## config.mk

```make
export PLATFORM = sky130hd
export DESIGN_NAME = divider_seq_flat
export DESIGN_NICKNAME = d
export VERILOG_FILES = /design/src/rtl/divider_seq_if.sv /design/src/rtl/divider_seq.sv /design/src/flat_wrapper.sv
export SDC_FILE = /design/constraint.sdc
export NUM_CORES = 1
export LEC_CHECK = 0
export CELL_PAD_IN_SITES_DETAIL_PLACEMENT = 1
export CELL_PAD_IN_SITES_GLOBAL_PLACEMENT = 1
export CORE_MARGIN = 10
export CORE_UTILIZATION = 40
export CTS_BUF_LIST = sky130_fd_sc_hd__clkbuf_16
export CTS_CLUSTER_SIZE = 28
export DETAILED_ROUTE_END_ITERATION = 6
export HOLD_SLACK_MARGIN = 0.1
export PLACE_DENSITY_LB_ADDON = 0.1
export SLEW_MARGIN = 20
export SYNTH_ARGS = -nofsm -noshare
export SYNTH_HDL_FRONTEND = slang
export SYNTH_SLANG_ARGS = --single-unit
```

## constraint.sdc

```tcl
create_clock -name clk -period 2.7 [get_ports clk]
set_input_delay 0.405 -clock clk [delete_from_list [all_inputs] [get_ports clk]]
set_output_delay 0.405 -clock clk [all_outputs]
set_load 0.005 [all_outputs]
```

## src/rtl/divider_seq_if.sv

```systemverilog
// Handshake and operand/result bundle for divider_seq.
// master: requester (drives start and operands); slave: the divider.
interface divider_seq_if #(
  parameter int DIVIDEND_WIDTH = 32,
  parameter int DIVISOR_WIDTH  = 16
);
  logic                      start;
  logic [DIVIDEND_WIDTH-1:0] dividend;
  logic [DIVISOR_WIDTH-1:0]  divisor;
  logic                      busy;
  logic                      done;
  logic [DIVIDEND_WIDTH-1:0] quotient;
  logic [DIVISOR_WIDTH-1:0]  remainder;
  logic                      div_by_zero;

  modport master (
    output start, dividend, divisor,
    input  busy, done, quotient, remainder, div_by_zero
  );

  modport slave (
    input  start, dividend, divisor,
    output busy, done, quotient, remainder, div_by_zero
  );
endinterface

```

## src/rtl/divider_seq.sv

```systemverilog
// divider_seq: sequential radix-2 restoring unsigned divider, one quotient
// bit per clock, start/done handshake, registered quotient/remainder.
// Optional build macro DIVIDER_SEQ_ROUND_EN: round-half-up quotient
// (saturating) on completion; remainder stays truncated.
module divider_seq #(
  parameter int DIVIDEND_WIDTH = 32,
  parameter int DIVISOR_WIDTH  = 16
) (
  input  logic         clk,
  input  logic         rst,
  divider_seq_if.slave bus
);
  localparam int W  = DIVIDEND_WIDTH;
  localparam int D  = DIVISOR_WIDTH;
  localparam int CW = $clog2(W + 1);

  typedef enum logic [1:0] {IDLE = 2'd0, CALC = 2'd1, DONE = 2'd2} state_t;

  state_t         state_q, state_d;
  logic [CW-1:0]  cnt_q;
  // The dividend shift register doubles as the quotient accumulator: each
  // iteration shifts out a dividend bit at the top and a quotient bit in at
  // the bottom, so after W iterations it holds the full quotient.
  logic [W-1:0]   dsr_q;
  // Partial remainder is kept to D bits: it is always < divisor between
  // iterations, so the (D+1)-th bit only exists transiently in rem_shift.
  logic [D-1:0]   rem_q;
  logic [D-1:0]   dvs_q;

  logic [W-1:0]   q_out_q;
  logic [D-1:0]   r_out_q;
  logic           dz_out_q;

  logic           accept;
  logic           zero_div;
  logic           last_iter;
  logic [D:0]     rem_shift;
  logic           q_bit;
  logic [D-1:0]   rem_iter;
  logic [W-1:0]   q_raw;
  logic [W-1:0]   q_final;

`ifdef DIVIDER_SEQ_ROUND_EN
  // Round half up: bump the quotient when 2*rem >= divisor, saturating.
  function automatic logic [W-1:0] round_q(input logic [W-1:0] q,
                                           input logic [D-1:0] r,
                                           input logic [D-1:0] d);
    if (({r, 1'b0} >= {1'b0, d}) && (q != {W{1'b1}}))
      return q + W'(1);
    return q;
  endfunction
`endif

  // One restoring iteration: shift in next dividend bit, trial-subtract.
  always_comb begin
    rem_shift = {rem_q, dsr_q[W-1]};
    q_bit     = (rem_shift >= {1'b0, dvs_q});
    // True result is < divisor, so D-bit modular subtraction is exact.
    rem_iter  = q_bit ? (rem_shift[D-1:0] - dvs_q) : rem_shift[D-1:0];
    q_raw     = {dsr_q[W-2:0], q_bit};
`ifdef DIVIDER_SEQ_ROUND_EN
    q_final   = round_q(q_raw, rem_iter, dvs_q);
`else
    q_final   = q_raw;
`endif
  end

  // Next-state logic; start is honoured in IDLE and DONE only.
  always_comb begin
    state_d   = state_q;
    accept    = 1'b0;
    zero_div  = (bus.divisor == '0);
    last_iter = (cnt_q == CW'(W - 1));
    unique case (state_q)
      IDLE, DONE: begin
        if (bus.start) begin
          accept  = 1'b1;
          state_d = zero_div ? DONE : CALC;
        end else begin
          state_d = IDLE;
        end
      end
      CALC:    if (last_iter) state_d = DONE;
      default: state_d = IDLE;
    endcase
  end

  // Control state and result registers (reset to zero).
  always_ff @(posedge clk) begin
    if (rst) begin
      state_q  <= IDLE;
      cnt_q    <= '0;
      q_out_q  <= '0;
      r_out_q  <= '0;
      dz_out_q <= 1'b0;
    end else begin
      state_q <= state_d;
      if (accept)
        cnt_q <= '0;
      else if (state_q == CALC)
        cnt_q <= cnt_q + CW'(1);
      if (accept && zero_div) begin
        q_out_q  <= '1;
        r_out_q  <= bus.dividend[D-1:0];
        dz_out_q <= 1'b1;
      end else if (state_q == CALC && last_iter) begin
        q_out_q  <= q_final;
        r_out_q  <= rem_iter;
        dz_out_q <= 1'b0;
      end
    end
  end

  // Iteration datapath; operands are only meaningful after an accept.
  always_ff @(posedge clk) begin
    if (accept) begin
      dsr_q <= bus.dividend;
      dvs_q <= bus.divisor;
      rem_q <= '0;
    end else if (state_q == CALC) begin
      dsr_q <= q_raw;
      rem_q <= rem_iter;
    end
  end

  // busy excludes the first CALC cycle so it spans W-1 cycles before done.
  assign bus.busy        = (state_q == CALC) && (cnt_q != '0);
  assign bus.done        = (state_q == DONE);
  assign bus.quotient    = q_out_q;
  assign bus.remainder   = r_out_q;
  assign bus.div_by_zero = dz_out_q;
endmodule

```

## src/flat_wrapper.sv

```systemverilog
// flat-port wrapper written by rule: the top's interface ports become plain ports
module divider_seq_flat 
#(
  parameter int DIVIDEND_WIDTH = 32,
  parameter int DIVISOR_WIDTH  = 16
)
  (clk, rst, bus_start, bus_dividend, bus_divisor, bus_busy, bus_done, bus_quotient, bus_remainder, bus_div_by_zero);
  divider_seq_if #(.DIVIDEND_WIDTH(DIVIDEND_WIDTH), .DIVISOR_WIDTH(DIVISOR_WIDTH)) bus_i ();
  input  logic clk;
  input  logic rst;
  input wire logic [$bits(bus_i.start)-1:0] bus_start;
  input wire logic [$bits(bus_i.dividend)-1:0] bus_dividend;
  input wire logic [$bits(bus_i.divisor)-1:0] bus_divisor;
  output wire logic [$bits(bus_i.busy)-1:0] bus_busy;
  output wire logic [$bits(bus_i.done)-1:0] bus_done;
  output wire logic [$bits(bus_i.quotient)-1:0] bus_quotient;
  output wire logic [$bits(bus_i.remainder)-1:0] bus_remainder;
  output wire logic [$bits(bus_i.div_by_zero)-1:0] bus_div_by_zero;
  assign bus_i.start = bus_start;
  assign bus_i.dividend = bus_dividend;
  assign bus_i.divisor = bus_divisor;
  assign bus_busy = bus_i.busy;
  assign bus_done = bus_i.done;
  assign bus_quotient = bus_i.quotient;
  assign bus_remainder = bus_i.remainder;
  assign bus_div_by_zero = bus_i.div_by_zero;
  divider_seq #(.DIVIDEND_WIDTH(DIVIDEND_WIDTH), .DIVISOR_WIDTH(DIVISOR_WIDTH)) u_core (.clk(clk), .rst(rst), .bus(bus_i));
endmodule
```

== After elaboration in Yosys (flattened, before gate mapping) ==
Cells that the tools add are included.

* Output and inout bits: 51
* Bits of input ports: 51
* Register bits after elaboration: 121
* Logic and storage cells: 40

* Order comparisons: 1
* $add $sub $neg: 2
* Mux-type cells: 15
* Reductions and logical operators: 10
* Eq/ne operators: 4

{| class="wikitable"
|+ Operator list
! kind !! number
|-
| $mux W32 || 4
|-
| $mux W16 || 3
|-
| $ge A17 B16 Y1 || 1
|-
| $logic_not A16 Y1 || 1
|-
| $sub A16 B16 Y16 || 1
|-
| $add A6 B1 Y6 const B || 1
|-
| $eq A6 B5 Y1 const B || 1
|-
| $mux W2 || 3
|-
| $reduce_bool A6 Y1 || 1
|-
| $mux W1 || 4
|-
| $pmux W2 S2 || 1
|-
| $reduce_bool A2 Y1 || 2
|-
| $reduce_or A2 Y1 || 2
|-
| $logic_and A1 B1 Y1 || 3
|-
| $eq A2 B1 Y1 const B || 1
|-
| $eq A2 B2 Y1 const B || 1
|-
| $logic_not A2 Y1 || 1
|-
| $ne A2 B1 Y1 const B || 1
|}

== Depth between registers and ports, before layout ==
* Depth in word-level cells: 5
* Depth in mapped cells: 10
* Gate-level depth less buffers: 10

== Worst setup path after synthesis ==
OpenSTA, ideal clock, no wires.

* Kind: reg2reg
* From: register u_core.dsr_q[31]
* To: register u_core.r_out_q[14], in the netlist u_core.bus.remainder[14]
* Library setup time: 0.135 ns
* Data required time: 2.565 ns
* Arrival time: 2.288 ns
* Clock period less this slack: 2.423 ns
* Slack: 0.277 ns
* Buffers on the path: 0
* Stages on the path, launching flop included: 11
* Cell sequence: edfxtp_1 > inv_1 > ha_1 > inv_1 > fa_1 > a21o_1 > a221oi_2 > o21ai_0 > a311o_1 > o211ai_1 > a211oi_1

* Word-level cells in the longest chain between the ends: 4
* Elaborated cells on any way between the ends: 5
* Those cells by class: add/sub (1); order compare (1); mux (3)

{| class="wikitable"
|+ RTL lines
! what !! RTL line !! RTL
|-
| start: declaration || divider_seq.sv:24 || <nowiki>logic [W-1:0] dsr_q;</nowiki>
|-
| start signal: assignment || divider_seq.sv:117 || <nowiki>dsr_q <= bus.dividend;</nowiki>
|-
| start signal: assignment || divider_seq.sv:121 || <nowiki>dsr_q <= q_raw;</nowiki>
|-
| $sub A16 B16 Y16 / $ge A17 B16 Y1 (equally long branches) || divider_seq.sv:59, divider_seq.sv:57 ||
|-
| $mux W16 * || divider_seq.sv:59 || <nowiki>rem_iter = q_bit ? (rem_shift[D-1:0] - dvs_q) : rem_shift[D-1:0];</nowiki>
|-
| $mux W16 * || divider_seq.sv:106 || <nowiki>end else if (state_q == CALC && last_iter) begin</nowiki>
|-
| $mux W16 * || divider_seq.sv:102 || <nowiki>if (accept && zero_div) begin</nowiki>
|-
| end signal: assignment || divider_seq.sv:104 || <nowiki>r_out_q <= bus.dividend[D-1:0];</nowiki>
|-
| end signal: assignment || divider_seq.sv:108 || <nowiki>r_out_q <= rem_iter;</nowiki>
|-
| end: declaration || divider_seq.sv:31 || <nowiki>logic [D-1:0] r_out_q;</nowiki>
|}

Mark *: on every way between the ends. The rest lies on a longest branch, timed or not. The select of a mux whose other input is x is not followed.
A chain may end at the register's enable or synchronous reset.

== Worst setup path in the final report ==
* From: register u_core.dsr_q[31]
* To: register u_core.r_out_q[8], in the netlist u_core.bus.remainder[8]

The elaborated chain is that of the path after synthesis.

==> metrics.md <==
| Metric | Value |
|---|---|
| Cell chain of the critical path | inv_1 -> ha_1 -> inv_1 -> fa_1 -> a21o_1 -> a221oi_4 -> buf_4 -> o21ai_0 -> xor2_1 -> a311o_1 |
| Family with the most delay on the worst path | compound AO/OA/AOI/OAI gates |
| Max H-tree Level | 4 |
| Root Driver | clkbuf_16 |
| Maximum clock insertion buffer count | 2 |
| Sink count of the clock tree | 121 |
| Max rail drop VDD | 0.000534 V |
| Sequential cell area fraction in the yosys report | 0.479 |
| DRC errors left | 0 |
| N_diodes | 0 |
| Startpoint of the worst register-to-register path | u_core.dsr_q[31] |
| Vias in the first global route | 6059 |
| Initial Utilization | 0.412 |
| Placed wire-length estimate after detailed placement | 15.2 mm |
| Outcome | completed |
| Primary flip-flop cell chosen by synthesis mapping | dfxtp_1 |
| Post-DR vias/cell | 5.81 |
| Worst rel slew slack | 0.642 |
| Worst path most repeated cell | inv_1 |
| Overall via count from detail_route | 5782 |
| Share of flip-flops with an asynchronous set or reset | 0 |
| Seq cells post-synth | 121 |
| Die area | 20500 µm² |
| Crit-path slowest cell | fa_1 |
| Cell types with the largest area share after synthesis | dfxtp_1, edfxtp_1, nand2_1 |
| Setup Skew | 0.00660 ns |
| LEAKAGE | 3.12 nW |
| PD cells | 884 nW/µm² |
| Total negative slack for setup checks | 0 ns |
| Max-cap violations | 0 |
| Layout Area Growth over Synthesis | 33.4% |
| Clk_lat worst skew | 0.43 ns |
| Peak clock frequency supported by timing | 384 MHz |
| Post-route design area | 8080 µm² |
| Data required time at the worst endpoint | 3.01 ns |
| Final core utilization | 0.550 |
| Final worst path period need | 2.60 ns |
| Critical setup path kind | reg -> reg |
| Number of I/O port buffers | 101 |
| Ports | 102 |
| Global-route wire length before repair | 33.6 mm |
| Net count of the mapped netlist | 756 |
| Number of buffers and inverters on the critical path | 3 |
| Post-synthesis instance total | 686 |
| Ys Warns | 0 |
| Clock-pin transition on the worst setup and hold timing paths | 0.06 ns |
| Layout cell share with drive strength beyond 1 | 0.106 |
| Remaining antenna violation count | 0 |
| Count of endpoints failing setup in the final report | 0 |
| Global route overflow | 0 |
| Horiz. Die Dim | 143 µm |
| Number of distinct standard cells referenced by the synthesized netlist | 63 |
| Type of element capturing the critical path | flip-flop |
| Number of enable-type register cells in the synthesized netlist | 48 |
| Routability-driven placement congestion ratio | 0.907 |
| Startpoint of the most critical hold path | rst |
| Largest net degree at the start of global routing | 44 |
| Class of the most critical hold timing path | in -> reg |
| Number of placement rows | 44 |
| Max-slew violation count | 0 |
| Routed len/inst | 21.5 µm |
| Vertical die dimension | 143 µm |
| Num CTS Buffers | 17 |
| Maximum single-stage delay on the critical path | 0.41 ns |
| Most instantiated cells after synthesis | nand2_1, nor3_1, dfxtp_1 |
| Worst Setup SP | u_core.dsr_q[31] |
| Placed Cells incl. Taps | 963 |
| Arrival time worst endpoint | 2.92 ns |
| Synthesized area per cell | 8.83 µm² |
| Number of DRC markers after the initial detailed-route iteration | 459 |
| Startpoint type of the worst setup path | flip-flop |
| Final count of hold timing violations | 0 |
| Tcrit/Tclk final | 0.964 |
| Area fraction of the dominant cell type after synthesis | 0.241 |
| Total global-route track usage | 0.208 |
| Drt first pass iters | 5 |
| Finished Layout Cells | 995 |
| Instance area at placement | 7440 µm² |
| Routed Wire Length | 21.4 mm |
| Area leader, netlist | dfxtp_1 |
| Crit-path max FO | 5 |
| Final #Nets | 868 |
| Clock tree from TritonCTS | done |
| Worst R2R Setup Slack | 0.1 ns |
| Initial antenna violation count | 0 |
| Most repeated cell in the gate-level netlist after synthesis | nand2_1 |
| Slew of the pin with the lowest slew margin | 0.537 ns |
| Core outline area | 14700 µm² |
| Mapped cell area | 6060 µm² |
[through the flow]
stage          power, mW  hold slack (ns)  setup slack [ns]
2_1_floorplan       3.77            0.448             0.277
6_report            7.14            0.384            0.0981
4_1_cts             7.09            0.367            0.0705
3_3_place_gp        4.53            0.476            0.0349
5_1_grt             7.49            0.396           -0.0176
3_5_place_dp        4.62            0.504           -0.0134
[cell type report]
cell class / count / area, µm²
sequential: 121 / 2900
timing repair buffer: 140 / 1320
multi-input combinational: 488 / 2890
clock inverter: 15 / 200
clock buffer: 17 / 425
fill: 1646 / 6620
tap: 184 / 230
inverter: 30 / 113
[power by group]
group / internal, mW / switching, mW
Clock: 1.55 / 0.905
Sequential: 2.13 / 0.208
Combinational: 0.922 / 1.43
Total: 4.60 / 2.54
[cell usage in the layout, fill, tap and decap left out, drive strengths merged, types with 6 or more instances in the layout]
cell	count
nor3	78
a211oi	6
o21a	6
nand3	13
o211ai	10
nor4	8
a21o	8
edfxtp	48
a21oi	37
nand3b	6
o21ai	22
clkinv	6
ha	18
xor2	6
nand2b	6
nand2	119
and3	8
dfxtp	73
clkbuf	17
nand4	10
nor2	50
inv	32
xnor2	6
clkdlybuf4s50	100
o31ai	8
buf	40
[state kept, by name, indices dropped and copies added, names as in the netlist]
name / cells
u_core.bus.div_by_zero: 1
u_core.dsr_q: 32
u_core.cnt_q: 6
u_core.bus.quotient: 32
u_core.dvs_q: 16
u_core.state_q: 2
u_core.rem_q: 16
u_core.bus.remainder: 16
[final timing paths]
check | to | cells after the start
min | u_core.bus.remainder[12] | 2
max | u_core.bus.remainder[8] | 10
min reg2reg | u_core.bus.div_by_zero | 2
max reg2reg | u_core.bus.remainder[8] | 10
[layer usage]
| metal | vias up | part of all wire | track usage |
|---|---|---|---|
| met5 | - | 0 | 0 |
| met1 | 2855 | 0.42 | 0.248 |
| met2 | 190 | 0.49 | 0.352 |
| met4 | 0 | 0.024 | 0.0858 |
| li1 | 2698 | - | - |
| met3 | 39 | 0.069 | 0.0484 |
[repair_timing]
| action | CTS | global route |
|---|---|---|
| resized for setup | 0 | 3 |
| endpoints found under the setup margin | 0 | 6 |
| setup buffers | 0 | 0 |
| hold buffers | 0 | 0 |
[logic make-up after synthesis]
logic type | Yosys count | synth area share
fa+ha+maj | 19 | 0.0405
xor+xnor | 12 | 0.0174
simple gates | 318 | 0.245
flops | 121 | 0.479
buf+inv | 77 | 0.0504
compound gates | 139 | 0.167
Power figures use the tool's default switching activity.
